File: src/rtl/layer1_buf_ctrl.sv
// Access controller for the layer1 dual-port SRAM: sequential port A writer, in-order port B reader.
// Optional stall counters are compiled in when LAYER1_BUF_PERF_EN is defined.
module layer1_buf_ctrl #(
   parameter int DEPTH = 912,
   parameter int AW    = 10,
   parameter int DW    = 128
) (
   input  logic          CK,
   input  logic          RSTN,
   input  logic          clear,
   input  logic          wr_valid,
   output logic          wr_ready,
   input  logic [DW-1:0] wr_data,
   output logic [AW-1:0] wr_count,
   output logic          full,
   input  logic          rq_valid,
   output logic          rq_ready,
   input  logic [AW-1:0] rq_addr,
   output logic          rd_valid,
   input  logic          rd_ready,
   output logic [DW-1:0] rd_data,
   output logic          sram_OEA,
   output logic          sram_OEB,
   output logic          sram_WEAN,
   output logic          sram_WEBN,
   output logic [AW-1:0] sram_A,
   output logic [AW-1:0] sram_B,
   output logic [DW-1:0] sram_DIA,
   output logic [DW-1:0] sram_DIB,
   input  logic [DW-1:0] sram_DOB
`ifdef LAYER1_BUF_PERF_EN
   ,
   output logic [31:0]   perf_wr_stall,
   output logic [31:0]   perf_rd_stall
`endif
);

   localparam logic [AW-1:0] DEPTH_W = AW'(DEPTH);

   typedef enum logic [1:0] {ST_IDLE, ST_FILL, ST_FULL} state_t;

   state_t        state_reg, state_next;
   logic [AW-1:0] wr_count_reg, wr_count_next;
   logic          wr_hs;
   logic          last_word;

   logic          inflight_valid_reg;
   logic          inflight_oor_reg;
   logic [1:0]    occ_reg;
   logic          rd_ptr_reg;
   logic          wr_ptr_reg;
   logic [DW-1:0] fifo_mem [0:1];

   logic          rq_in_range;
   logic          rq_oor;
   logic [2:0]    outstanding;
   logic          rq_hs;
   logic          rd_hs;
   logic          push;
   logic          pop;
   logic [DW-1:0] inflight_data;
   logic [DW-1:0] head_data;

   assign wr_count  = wr_count_reg;
   assign full      = (wr_count_reg == DEPTH_W);
   assign last_word = (wr_count_reg == DEPTH_W - AW'(1));

   assign sram_OEA  = 1'b0;
   assign sram_WEBN = 1'b1;
   assign sram_DIB  = '0;

   // Write-side FSM; the FULL state is what closes the write stream.
   always_comb begin
      state_next    = state_reg;
      wr_ready      = !clear && (state_reg != ST_FULL);
      wr_hs         = wr_valid && wr_ready;
      wr_count_next = wr_count_reg;
      sram_WEAN     = 1'b1;
      sram_A        = '0;
      sram_DIA      = '0;

      if (wr_hs) begin
         sram_WEAN     = 1'b0;
         sram_A        = wr_count_reg;
         sram_DIA      = wr_data;
         wr_count_next = wr_count_reg + AW'(1);
      end

      case (state_reg)
         ST_IDLE: if (wr_hs) state_next = last_word ? ST_FULL : ST_FILL;
         ST_FILL: if (wr_hs && last_word) state_next = ST_FULL;
         ST_FULL: state_next = ST_FULL;
         default: state_next = ST_IDLE;
      endcase

      if (clear) begin
         state_next    = ST_IDLE;
         wr_count_next = '0;
      end
   end

   // Only addresses already written are readable, so port B never meets port A's current address.
   always_comb begin
      rq_in_range   = (rq_addr < wr_count_reg);
      rq_oor        = (rq_addr >= DEPTH_W);
      outstanding   = {1'b0, occ_reg} + {2'b00, inflight_valid_reg};
      rq_ready      = !clear && (rq_in_range || rq_oor) && (outstanding < 3'd2);
      rq_hs         = rq_valid && rq_ready;
      sram_OEB      = rq_hs && !rq_oor;
      sram_B        = sram_OEB ? rq_addr : '0;

      inflight_data = inflight_oor_reg ? '0 : sram_DOB;
      head_data     = (occ_reg != 2'd0) ? fifo_mem[rd_ptr_reg] : inflight_data;
      rd_valid      = !clear && ((occ_reg != 2'd0) || inflight_valid_reg);
      rd_data       = rd_valid ? head_data : '0;
      rd_hs         = rd_valid && rd_ready;
      pop           = rd_hs && (occ_reg != 2'd0);
      // A returning word bypasses the FIFO only when the FIFO is empty and the consumer takes it now.
      push          = inflight_valid_reg && !((occ_reg == 2'd0) && rd_hs);
   end

   always_ff @(posedge CK) begin
      if (!RSTN) begin
         state_reg          <= ST_IDLE;
         wr_count_reg       <= '0;
         inflight_valid_reg <= 1'b0;
         inflight_oor_reg   <= 1'b0;
         occ_reg            <= 2'd0;
         rd_ptr_reg         <= 1'b0;
         wr_ptr_reg         <= 1'b0;
      end else begin
         state_reg    <= state_next;
         wr_count_reg <= wr_count_next;
         if (clear) begin
            inflight_valid_reg <= 1'b0;
            inflight_oor_reg   <= 1'b0;
            occ_reg            <= 2'd0;
            rd_ptr_reg         <= 1'b0;
            wr_ptr_reg         <= 1'b0;
         end else begin
            inflight_valid_reg <= rq_hs;
            inflight_oor_reg   <= rq_hs && rq_oor;
            if (push) wr_ptr_reg <= !wr_ptr_reg;
            if (pop)  rd_ptr_reg <= !rd_ptr_reg;
            case ({push, pop})
               2'b10:   occ_reg <= occ_reg + 2'd1;
               2'b01:   occ_reg <= occ_reg - 2'd1;
               default: occ_reg <= occ_reg;
            endcase
         end
      end
   end

   always_ff @(posedge CK) begin
      if (push) fifo_mem[wr_ptr_reg] <= inflight_data;
   end

`ifdef LAYER1_BUF_PERF_EN
   always_ff @(posedge CK) begin
      if (!RSTN || clear) begin
         perf_wr_stall <= '0;
         perf_rd_stall <= '0;
      end else begin
         if (wr_valid && !wr_ready && (perf_wr_stall != '1)) perf_wr_stall <= perf_wr_stall + 32'd1;
         if (rq_valid && !rq_ready && (perf_rd_stall != '1)) perf_rd_stall <= perf_rd_stall + 32'd1;
      end
   end
`endif

endmodule
File: config.mk
export PLATFORM = sky130hd
export DESIGN_NAME = layer1_buf_ctrl
export DESIGN_NICKNAME = d
export VERILOG_FILES = /design/src/rtl/layer1_buf_ctrl.sv
export SDC_FILE = /design/constraint.sdc
export NUM_CORES = 1
export LEC_CHECK = 0
export CAP_MARGIN = 10
export CORE_AREA = 5 5 264 266
export CTS_CLUSTER_DIAMETER = 50
export DETAILED_ROUTE_END_ITERATION = 8
export DIE_AREA = 0 0 269 271
export GPL_ROUTABILITY_DRIVEN = 1
export REMOVE_ABC_BUFFERS = 1
export SYNTH_ARGS = -nofsm -noshare
export SYNTH_HDL_FRONTEND = slang
export SYNTH_SLANG_ARGS = --single-unit
File: constraint.sdc
create_clock -name CK -period 8.8 [get_ports CK]
set_input_delay 0.88 -clock CK [delete_from_list [all_inputs] [get_ports CK]]
set_output_delay 0.88 -clock CK [all_outputs]
set_load 0.01 [all_outputs]
==> results of run 1 <==
-- cells by family after synthesis --
family | after synthesis | synth area share
other | 2 | 0.000509
AND/OR/NAND/NOR | 463 | 0.168
XOR/XNOR | 11 | 0.00652
adder cells (fa/ha/maj) | 16 | 0.0136
buffers and inverters | 243 | 0.0979
flip-flops | 275 | 0.546
AO/OA/AOI/OAI | 166 | 0.0801
multiplexers | 128 | 0.0868
-- worst paths after layout --
check	depth (start not counted)	end	slack (ps)	from
hold reg to reg	2	flop	530	rd_ptr_reg
setup reg to reg	5	fifo_mem[1][100]	5420	occ_reg[0]
setup / recovery	6	rd_data[90]	3880	occ_reg[0]
hold / removal	2	flop	530	rd_ptr_reg
-- stage by stage --
step | worst slack, ps | setup TNS, ps | util | instance area [sq um] | std cells
detailed placement | 3890 | 0 | 0.311 | 20700 | 2658
finish | 3880 | 0 | 0.328 | 21900 | 2729
CTS | 3860 | 0 | 0.327 | 21900 | 2722
floorplan | -2690 | -689250 | - | 13900 | 1209
global route | 3610 | 0 | 0.327 | 21900 | 2724
global placement | 3960 | 0 | 0.311 | 20700 | 2658
-- routing by layer --
| metal | share of wire | GRT usage | wire length [um] |
|---|---|---|---|
| met1 | 0.38 | 0.178 | 22800 |
| met2 | 0.48 | 0.261 | 29200 |
| met3 | 0.096 | 0.0626 | 5790 |
| met4 | 0.040 | 0.0612 | 2390 |
| met5 | 0.00045 | 0 | 27 |
-- power by group through the flow --
stage / Combinational [mW] / Clock, mW / Sequential, mW
2_1_floorplan: 0.131 / 0 / 1.47
6_report: 0.364 / 1.38 / 1.44
5_1_grt: 0.392 / 1.50 / 1.44
3_3_place_gp: 0.360 / 0 / 1.46
4_1_cts: 0.365 / 1.43 / 1.44
3_5_place_dp: 0.360 / 0 / 1.46
-- cell usage in the layout (no fill, tap or decap), drive strengths merged, types with 2 or more instances in the layout --
cell,synthesis,final
a211oi,129,129
a21oi,23,23
a41oi,2,2
and2,128,128
buf,166,13
clkbuf,57,45
clkdlybuf4s50,0,563
clkinv,0,8
clkinvlp,0,3
conb,2,130
dfxtp,19,19
diode,0,7
edfxtp,256,256
ha,16,16
inv,20,27
mux2i,128,128
nand2,13,13
nand2b,3,3
nand3,11,11
nand4,5,5
nor2,155,155
nor2b,130,130
nor3,4,4
nor4,2,2
o21ai,6,6
or2,2,2
or3,2,2
xnor2,10,10
-- worst max-delay path, delay by kind of cell (launching register included) --
family | cells | cell delay [ps]
compound gates | 1 | 340
buf+inv | 3 | 1820
flops | 1 | 400
simple gates | 2 | 760
-- layout make-up --
class | instances | area (sq um)
multi-input cells | 914 | 5760
diodes | 7 | 17.5
well taps | 873 | 1090
clock buffers | 45 | 935
clock inverters | 19 | 179
fillers | 6753 | 44900
repair buffers | 576 | 5750
flip-flops and latches | 275 | 8080
inverters | 20 | 75.1
==> flow_summary.toml, run 1 <==
[run_status]
status = "finished clean"

[synthesis]
syn_area_sq_um = 14800
synth_cells = 1304
synth.most_common_cell = "edfxtp_1"
yosysUniqueCellTypes = 42
synth_seq_area_share = 0.546
synth_top_area_frac = 0.521
synthTopCellsByArea = "edfxtp_1 52%, mux2i_1 8.7%, buf_4 6.7%"
synth_warnings = 0
avgSynthCellArea_sq_um = 11.3
synthArstFlopShare = 0
synth_edf_count = 256
synthFlopType = "edfxtp_1"
synth_area_leader_cell = "edfxtp_1"
synth.ff_latch_count = 275
synthTopCellsByCount = "256 x edfxtp_1, 155 x nor2_1, 131 x buf_4"

[setup_path]
critPathArrivalTime_ps = 4040
critPathKind = "flop to output port"
crit_path_max_incr_delay_ps = 700
worstPathMaxFanout = 85
cp_slowest_cell = "buf_4"
required_ps = 7920
crit_top_cell = "buf_4"
critPathCaptureType = "output port"
cp-start-kind = "flop"
worstPathCellList = "or2_4, buf_4, buf_4, nor2_1, a211oi_1, clkdlybuf4s50_1"

[timing]
tightest_slew_ps = 1060
slew_headroom = 0.290
fin_crit_ps = 4920
skew_ps = 28.5
final.period_utilization = 0.559
rsz0062_at_grt = "false"
finalHoldViolCount = 0
setup_viol = 0
whs_ps = 529
fmax_mhz = 203
finalMaxSlewViolations = 0

[clock_tree]
clk_pin_slew_ps = 60
ctsRootBufferMaster = "clkbuf_16"
cts_setup_buffers = 0
clk_path_buf_depth = 3
cts_resized = 0
h-tree-depth = 2
clock_latency_ps = 550
ctsHoldBuffers = 0
cts_sinks = 275
cts_buffers = 36
cts_tree = "yes"

[drt]
drt-pass1-iter-count = 5
drc_errors = 0
vias = 11391
drt-total-wl_mm = 60.2
postRouteAntennaNets = 0
wl_per_cell_um = 22.0
drtIter0Drc = 562
viasPerCell = 4.17

[floorplan]
ios = 694
fp-row-count = 95
die_area_sq_um = 72900
dieWidth_um = 269
fp.coreArea_sq_um = 66800
dieHeight_um = 271
start_util = 0.221

[global_routing]
grt_max_degree = 108
grt_antenna_before_repair = 12
grt-ovfl-total = 0
track_usage = 0.156
grt_pass1_wl_mm = 84.2
grt_pass1_vias = 11747

[pwr]
internal_power_mw = 2.43
cellPowerDensity_nw_per_um2 = 145
p_leak_nw = 7.31
switching_share = 0.237
power_frac_comb = 0.114
seq_power_share = 0.452
p_sw_mw = 0.754
power_mw = 3.18
clockPowerShare = 0.434
ir_drop_mv = 0.0994

[min_path]
min_path_type = "flop to flop"

[final_layout]
largest_reg_flops = 256
layout-drive-gt1-share = 0.0379
synthToLayoutAreaGrowth_pct = 48.2
fin_nets = 2111

[job]
max_cap_violations = 0

[placement]
numPortBuffers = 563
dp_hpwl_mm = 45.9
place.gp.congestion = 0.929
Note: power is estimated with default switching activity, not from simulation.
==> run 2: changes to the inputs <==
clock period = 4.85 ns   (was 8.8 ns; I/O delays follow)
==> flow_summary.toml, run 2 (synthesis results as in run 1) <==
[run_status]
status = "finished clean"

[global_routing]
gr-usage-met1 = 0.185
grt-ovfl-total = 0
grt.busiest_layer = "met2"
track_usage = 0.157
grt_antenna_before_repair = 19
grt_util_met2 = 0.274
grt_max_degree = 113
grt_pass1_vias = 11953
grt_use_met3 = 0.0533
grt_pass1_wl_mm = 84.7

[job]
max_cap_violations = 0

[drt]
drtIter0Drc = 547
viasPerCell = 4.18
vias = 11458
drt-total-wl_mm = 60.2
postRouteAntennaNets = 0
wl_per_cell_um = 22.0
drt-pass1-iter-count = 5
drc_errors = 0

[final_layout]
synthToLayoutAreaGrowth_pct = 50.4
fin_nets = 2119
final_common_cell = "clkdlybuf4s50_1"
layout_common_cells = "563 x clkdlybuf4s50_1, 256 x edfxtp_1, 153 x nor2_1"
nFillCells = 6695
largest_reg_flops = 256
layout-drive-gt1-share = 0.0468

[timing]
tightest_slew_ps = 1060
setup_viol = 0
slew_headroom = 0.296
rsz0062_at_grt = "false"
fmax_mhz = 265
finalHoldViolCount = 0
fin_crit_ps = 3770
final.period_utilization = 0.777
skew_ps = 33.7
fin_tns_setup_ps = 0
finalMaxSlewViolations = 0

[min_path]
min_delay_worst_endpoint = "occ_reg[1]"
whs_path_depth = 2
min_path_type = "flop to flop"
hold_start = "occ_reg[1]"

[floorplan]
fp.coreArea_sq_um = 66800
start_util = 0.221
die_area_sq_um = 72900
dieHeight_um = 271
dieWidth_um = 269
ios = 694
fp-row-count = 95

[setup_path]
critPathKind = "flop to output port"
cp-start-kind = "flop"
crit_path_max_incr_delay_ps = 570
cp_slowest_cell = "clkdlybuf4s50_1"
reg2reg_to = "fifo_mem[1][20]"
critPathCaptureType = "output port"
critPathArrivalTime_ps = 3280
r2r_slack_ps = 1870
crit_top_cell = "a21oi_1"
required_ps = 4370
reg2reg_depth = 5
worstPathMaxFanout = 13
r2r-start = "occ_reg[0]"
worstPathCellList = "inv_1, ha_1, a21o_1, a21oi_1, o221ai_1, a21oi_1, clkdlybuf4s50_1"

[pwr]
p_leak_nw = 7.46
power_mw = 6.11
ir_drop_mv = 0.188
cellPowerDensity_nw_per_um2 = 275

[clock_tree]
clk_path_buf_depth = 3
ctsHoldBuffers = 0
clock_latency_ps = 550
ctsRootBufferMaster = "clkbuf_16"
cts_setup_buffers = 0
cts_buffers = 38
cts_sinks = 275
clk_pin_slew_ps = 60
cts_resized = 0
h-tree-depth = 2
cts_tree = "yes"

[placement]
place.gp.congestion = 1.01
dp_hpwl_mm = 45.8
numPortBuffers = 563
==> run 2: metrics by stage <==
stage               std cells  cell area [sq um]  hold WS [ps]   util  setup slack (ps)
global route             2736              22200           539  0.332               891
global placement         2664              20900           493  0.312              1380
CTS                      2733              22200           510  0.332              1010
finish                   2741              22200           511  0.332              1080
floorplan                1209              13900           466      -             -6640
detailed placement       2664              20900           503  0.312              1420
==> run 2: report_power, final <==
group,internal [mW],switching [mW]
Combinational,0.356,0.300
Sequential,2.60,0.00532
Clock,1.75,1.09
Total,4.71,1.40
==> run 2: per-layer routing <==
| layer | vias to the layer above | routed length [um] |
|---|---|---|
| met5 | - | 0 |
| met4 | 0 | 1360 |
| met3 | 77 | 4880 |
| met2 | 451 | 30200 |
| met1 | 5516 | 23800 |
| li1 | 5414 | - |
==> run 2: worst max path at each step <==
stage                      to        start  slack [ps]
2_1_floorplan  fifo_mem[0][0]   occ_reg[0]       -6640
3_3_place_gp        sram_B[7]   rq_addr[3]        1380
3_5_place_dp        sram_B[7]   rq_addr[3]        1420
4_1_cts           rd_data[42]   occ_reg[0]        1010
5_1_grt             sram_B[7]  wr_count[3]         890
6_report            sram_B[7]  wr_count[3]        1080
==> run 2: layout make-up <==
class / count / area, sq um / share of cell area
clock buffers: 44 / 1010 / 0.0457
flip-flops and latches: 275 / 8080 / 0.364
clock inverters: 25 / 307 / 0.0138
repair buffers: 582 / 5870 / 0.264
diodes: 8 / 20.0 / 0.000901
multi-input cells: 914 / 5760 / 0.259
inverters: 20 / 75.1 / 0.00338
well taps: 873 / 1090 / 0.0492
==> run 2: worst max-delay path: cells and delay by family (launching register included) <==
family          cells  cell delay [ps]
compound gates      4             1150
buf+inv             2              750
flops               1              470
fa+ha+maj           1              350
